## config.mk

```make
export PLATFORM = sky130hd
export DESIGN_NAME = sound_scheduler
export DESIGN_NICKNAME = d
export VERILOG_FILES = /design/src/rtl/sound_scheduler.sv
export SDC_FILE = /design/constraint.sdc
export NUM_CORES = 1
export LEC_CHECK = 0
export ABC_AREA = 0
export ABC_CLOCK_PERIOD_IN_PS = 3700
export CAP_MARGIN = 20
export CORE_UTILIZATION = 60
export CTS_BUF_LIST = sky130_fd_sc_hd__clkbuf_2
export CTS_CLUSTER_DIAMETER = 60
export CTS_CLUSTER_SIZE = 28
export DETAILED_ROUTE_END_ITERATION = 6
export GPL_TIMING_DRIVEN = 0
export PLACE_DENSITY = 0.82
export SLEW_MARGIN = 15
export SYNTH_ARGS = -nofsm -noshare
export SYNTH_HDL_FRONTEND = slang
export SYNTH_SLANG_ARGS = --single-unit
export TNS_END_PERCENT = 30
```

## constraint.sdc

```tcl
create_clock -name clk -period 3.7 [get_ports clk]
set_clock_uncertainty 0.05 [all_clocks]
set_input_delay 0.74 -clock clk [delete_from_list [all_inputs] [get_ports clk]]
set_output_delay 0.74 -clock clk [all_outputs]
set_load 0.1 [all_outputs]
```

## src/rtl/sound_scheduler.sv

```systemverilog
// sound_scheduler
// Arbitrates the jump, score-milestone and game-over sound players onto the
// single audio pin. Fixed priority over > jump > score. A higher-priority
// request pre-empts the current sound, an equal one restarts it, and a score
// request arriving while jump plays (or during the silent gap) is held in a
// one-deep pending flag. A jump request during the gap is held the same way.
//
// Ports:
//   clk         in   system clock (50 MHz)
//   rst_n       in   synchronous active-low reset
//   game_reset  in   synchronous flush, same effect as rst_n
//   jump_evt    in   one-cycle jump request
//   score_evt   in   one-cycle score request
//   over_evt    in   one-cycle game-over request
//   mute        in   forces audio_out low, scheduling unaffected
//   jump_wave   in   jump player square wave
//   score_wave  in   score player square wave
//   over_wave   in   game-over player square wave
//   jump_go     out  registered one-cycle trigger to jump player
//   score_go    out  registered one-cycle trigger to score player
//   over_go     out  registered one-cycle trigger to game-over player
//   audio_out   out  registered audio pin
//   active_id   out  0 none, 1 jump, 2 score, 3 over
//   busy        out  high whenever the scheduler is not idle
module sound_scheduler #(
    parameter int DUR_W        = 24,
    parameter int JUMP_CYCLES  = 2500000,
    parameter int SCORE_CYCLES = 5000000,
    parameter int OVER_CYCLES  = 6400000,
    parameter int GAP_CYCLES   = 50000
) (
    input  logic       clk,
    input  logic       rst_n,
    input  logic       game_reset,
    input  logic       jump_evt,
    input  logic       score_evt,
    input  logic       over_evt,
    input  logic       mute,
    input  logic       jump_wave,
    input  logic       score_wave,
    input  logic       over_wave,
    output logic       jump_go,
    output logic       score_go,
    output logic       over_go,
    output logic       audio_out,
    output logic [1:0] active_id,
    output logic       busy
);

    typedef enum logic [1:0] {
        IDLE = 2'd0,
        PLAY = 2'd1,
        GAP  = 2'd2
    } state_t;

    localparam logic [1:0] ID_NONE  = 2'd0;
    localparam logic [1:0] ID_JUMP  = 2'd1;
    localparam logic [1:0] ID_SCORE = 2'd2;
    localparam logic [1:0] ID_OVER  = 2'd3;

    // Counters hold "cycles remaining minus one" so that zero marks the last cycle.
    localparam logic [DUR_W-1:0] JUMP_LOAD  = DUR_W'(JUMP_CYCLES - 1);
    localparam logic [DUR_W-1:0] SCORE_LOAD = DUR_W'(SCORE_CYCLES - 1);
    localparam logic [DUR_W-1:0] OVER_LOAD  = DUR_W'(OVER_CYCLES - 1);
    localparam logic [DUR_W-1:0] GAP_LOAD   = DUR_W'((GAP_CYCLES > 0) ? GAP_CYCLES - 1 : 0);

    state_t           state;
    logic [DUR_W-1:0] cnt;
    logic             pend_jump;
    logic             pend_score;

    logic [1:0]       grant_id;
    logic             pend_jump_nxt;
    logic             pend_score_nxt;
    logic [DUR_W-1:0] grant_load;
    logic             sel_wave;

    // Grant decision for this cycle plus the resulting pending flags.
    // Granting over always wipes both flags; a score request that loses to
    // jump is remembered, one that loses to over is dropped.
    always_comb begin
        grant_id       = ID_NONE;
        pend_jump_nxt  = pend_jump;
        pend_score_nxt = pend_score;
        unique case (state)
            IDLE: begin
                if (over_evt)
                    grant_id = ID_OVER;
                else if (pend_jump || jump_evt)
                    grant_id = ID_JUMP;
                else if (pend_score || score_evt)
                    grant_id = ID_SCORE;

                if (grant_id == ID_OVER) begin
                    pend_jump_nxt  = 1'b0;
                    pend_score_nxt = 1'b0;
                end else begin
                    if (grant_id == ID_JUMP)
                        pend_jump_nxt = 1'b0;
                    if (grant_id == ID_SCORE)
                        pend_score_nxt = 1'b0;
                    else if (score_evt)
                        pend_score_nxt = 1'b1;
                end
            end
            PLAY: begin
                if (over_evt)
                    grant_id = ID_OVER;
                else if (active_id != ID_OVER) begin
                    if (jump_evt)
                        grant_id = ID_JUMP;
                    else if (score_evt && active_id == ID_SCORE)
                        grant_id = ID_SCORE;
                end

                if (grant_id == ID_OVER) begin
                    pend_jump_nxt  = 1'b0;
                    pend_score_nxt = 1'b0;
                end else if (grant_id == ID_SCORE) begin
                    pend_score_nxt = 1'b0;
                end else begin
                    if (grant_id == ID_JUMP)
                        pend_jump_nxt = 1'b0;
                    if (score_evt && active_id != ID_OVER)
                        pend_score_nxt = 1'b1;
                end
            end
            GAP: begin
                if (over_evt) begin
                    grant_id       = ID_OVER;
                    pend_jump_nxt  = 1'b0;
                    pend_score_nxt = 1'b0;
                end else begin
                    if (jump_evt)
                        pend_jump_nxt = 1'b1;
                    if (score_evt)
                        pend_score_nxt = 1'b1;
                end
            end
            default: begin
                grant_id = ID_NONE;
            end
        endcase
    end

    // Duration to load for whichever sound is being granted.
    always_comb begin
        unique case (grant_id)
            ID_JUMP:  grant_load = JUMP_LOAD;
            ID_SCORE: grant_load = SCORE_LOAD;
            ID_OVER:  grant_load = OVER_LOAD;
            default:  grant_load = '0;
        endcase
    end

    // Wave of the currently selected player; pre-empted players keep running
    // on their own but are simply not selected here.
    always_comb begin
        unique case (active_id)
            ID_JUMP:  sel_wave = jump_wave;
            ID_SCORE: sel_wave = score_wave;
            ID_OVER:  sel_wave = over_wave;
            default:  sel_wave = 1'b0;
        endcase
    end

    // Main FSM with registered trigger pulses, active id and audio pin.
    always_ff @(posedge clk) begin
        if (!rst_n || game_reset) begin
            state      <= IDLE;
            cnt        <= '0;
            pend_jump  <= 1'b0;
            pend_score <= 1'b0;
            jump_go    <= 1'b0;
            score_go   <= 1'b0;
            over_go    <= 1'b0;
            active_id  <= ID_NONE;
            audio_out  <= 1'b0;
        end else begin
            jump_go    <= 1'b0;
            score_go   <= 1'b0;
            over_go    <= 1'b0;
            pend_jump  <= pend_jump_nxt;
            pend_score <= pend_score_nxt;
            audio_out  <= sel_wave & (state == PLAY) & ~mute;

            if (grant_id != ID_NONE) begin
                state     <= PLAY;
                cnt       <= grant_load;
                active_id <= grant_id;
                jump_go   <= (grant_id == ID_JUMP);
                score_go  <= (grant_id == ID_SCORE);
                over_go   <= (grant_id == ID_OVER);
            end else begin
                unique case (state)
                    PLAY: begin
                        if (cnt == '0) begin
                            active_id <= ID_NONE;
                            if (GAP_CYCLES == 0) begin
                                state <= IDLE;
                            end else begin
                                state <= GAP;
                                cnt   <= GAP_LOAD;
                            end
                        end else begin
                            cnt <= cnt - 1'b1;
                        end
                    end
                    GAP: begin
                        if (cnt == '0)
                            state <= IDLE;
                        else
                            cnt <= cnt - 1'b1;
                    end
                    default: begin
                        state <= IDLE;
                    end
                endcase
            end
        end
    end

    assign busy = (state != IDLE);

endmodule

```

==> impl_metrics.py <==
metrics = {
    "outcome": {
        "status": "completed",
    },
    "cells_and_area": {
        "layout.cells.non_filler": 346,
        "final_design_area_no_fill_um2": 2510,
        "multi_input_area_um2": 1400,
        "area_delta_synth_final_pct": 14.3,
        "regArea_um2": 681,
        "diodes": 0,
        "nets": 319,
        "final_common_cell": "dfxtp_1",
        "n_fill_cell": 269,
        "mostFrequentLayoutCells": "34 x dfxtp_1, 24 x nor2_1, 21 x o21ai_0, 21 x nor3_1, 16 x clkdlybuf4s50_1",
        "drive_gt1_frac": 0.0767,
    },
    "floorplanning": {
        "start_util": 0.643,
        "pin_count": 17,
        "die_h_um": 62.5,
        "die_w_um": 62.5,
        "core-area_um2": 3420,
        "dieArea_um2": 3910,
        "num_rows": 21,
    },
    "sta": {
        "rsz0062_at_grt": "false",
        "worstMarginPinSlew_ps": 969,
        "period_needed_ps": 3460,
        "setup-tns-final_ps": 0,
        "hold_viol_final": 0,
        "slew_headroom": 0.352,
        "timing.fmax_mhz": 289,
        "setup_viol": 0,
        "final_max_slew_viol_count": 0,
        "finalCritPeriodShare": 0.934,
    },
    "place": {
        "dp.cells": 338,
        "io_buffers": 16,
        "hpwl_um": 4500,
        "gp_congestion": 0.951,
        "place_area_um2": 2420,
    },
    "drt": {
        "routed-wl-met3_um": 615,
        "drtIter0Drc": 303,
        "top_layer_used": "met4",
        "wl_met1_um": 2880,
        "post-route-drc-count": 0,
        "wirelength_um": 6230,
        "vias": 2350,
        "drtAntennaViolNets": 0,
        "dr.pass1.iters": 5,
        "wl_met2_um": 2520,
        "wire_per_inst_um": 18.0,
        "drt-vias-per-instance": 6.79,
    },
    "global_routing": {
        "antenna_found_initial": 0,
        "grt_usage": 0.345,
        "grt_pass1_wl_um": 10500,
        "grt_start_max_net_pins": 12,
        "grt_overflow": 0,
        "grt_pass1_vias": 2097,
    },
    "worst_setup_path": {
        "path_class": "in2reg",
        "critPathRequiredTime_ps": 3960,
        "critPathLaunchType": "primary input",
        "cp_max_fo": 10,
        "arrival_ps": 3720,
        "worst-r2r-setup-slack_ps": 390,
        "critPathCaptureType": "register",
    },
    "yosys": {
        "yosys_warnings": 0,
        "syn_area_um2": 2200,
        "syn_area_per_cell_um2": 7.99,
        "synthCells": 275,
        "yosysSeqAreaShare": 0.310,
        "synth_seq_cells": 34,
        "synth.distinct_cells": 53,
        "async_reset_ff_frac": 0,
        "syn-num-nets": 295,
        "synth_edf_count": 0,
        "synth_ff_type": "dfxtp_1",
    },
    "clock_tree": {
        "cts.clk_slew.worst_paths_ps": 200,
        "cts-root-buf": "clkbuf_2",
        "cts_tree": "built",
        "clock_path_buffers": 2,
        "ctsHoldBuffers": 0,
        "cts_buffers": 5,
        "htreeDepth": 2,
        "cts-resized-gates": 0,
        "clkLatencyLatePin_ps": 420,
        "clock-sinks": 34,
        "postCtsSetupBuffers": 0,
    },
    "min_path": {
        "hold_path.class": "reg2reg",
    },
    "job": {
        "cap_violations": 0,
    },
    "power_and_ir_drop": {
        "design_power_total_mw": 1.04,
        "irDropWorstVdd_v": 0.000377,
        "cellPowerDensity_nw_per_um2": 415,
        "p_leak_nw": 0.932,
    },
}
## state kept, by name, indices dropped and copies added (netlist names)
register / count
cnt: 24
over_go: 1
pend_score: 1
pend_jump: 1
score_go: 1
audio_out: 1
active_id: 2
jump_go: 1
state: 2
## per-layer routing
| layer | global-route usage | vias to the layer above |
|---|---|---|
| met1 | 0.506 | 1082 |
| met5 | 0 | - |
| met2 | 0.480 | 121 |
| met4 | 0.163 | 0 |
| li1 | - | 1121 |
| met3 | 0.0657 | 26 |
## cells by family after synthesis
logic type	count (synthesis)	share of synthesized area
AOI/OAI and AO/OA	94	0.298
buffers and inverters	25	0.0530
muxes	2	0.00968
adders and majority gates	10	0.0569
DFF	34	0.310
and+or+nand+nor	109	0.269
xor gates and xnor gates	1	0.00399
## cell type report
cell class / instances / area share
clock inverter: 3 / 0.0254
timing repair buffer: 17 / 0.0658
inverter: 12 / 0.0179
buffer: 13 / 0.0284
clock buffer: 5 / 0.00997
tap: 46 / 0.0229
multi-input combinational: 216 / 0.559
sequential: 34 / 0.271
## stage by stage
stage,hold WS [ps],setup slack [ps],utilization
floorplan,397,486,-
global placement,418,-179,0.707
detailed placement,432,-192,0.708
CTS,458,214,0.734
global route,500,32.7,0.735
finish,463,243,0.735
## worst max-delay path, cell delays in order
cell and delay, ps:
clkdlybuf4s50_1 530, and2_1 210, o2bb2ai_1 190, a21oi_1 160
inv_1 120, ha_1 230, nand2_1 110, nor4_1 280
a21o_1 210, clkbuf_1 440, nor2_1 230, a32o_1 270
## final timing paths
check	end	depth (start not counted)	from
setup / recovery	cnt[22]	12	over_evt
hold / removal	cnt[23]	2	cnt[23]
setup reg to reg	cnt[22]	13	state[0]
hold reg to reg	cnt[23]	2	cnt[23]
## cell usage after synthesis, types with 5 or more instances
master    instances  area [um^2]
a211oi_1          5         37.5
o21ai_0          21          105
nand2_1          15         56.3
dfxtp_1          34          681
a31oi_1           8         50.1
a32o_1            6         60.1
nand3_1           6         30.0
or4_1             9         67.6
or3_1             6         37.5
a21oi_1          14         70.1
clkbuf_1         10         37.5
nor2_1           25         93.8
inv_1            11         41.3
nor3_1           21          105
ha_1             10          125
nor4_1            9         56.3
## where the power goes
part           switching, mW  leakage (nW)  internal (mW)
registers             0.0258         0.278          0.387
logic                  0.200         0.604          0.114
clock network          0.136        0.0506          0.180
No activity file was read; power rests on OpenSTA's default activity.
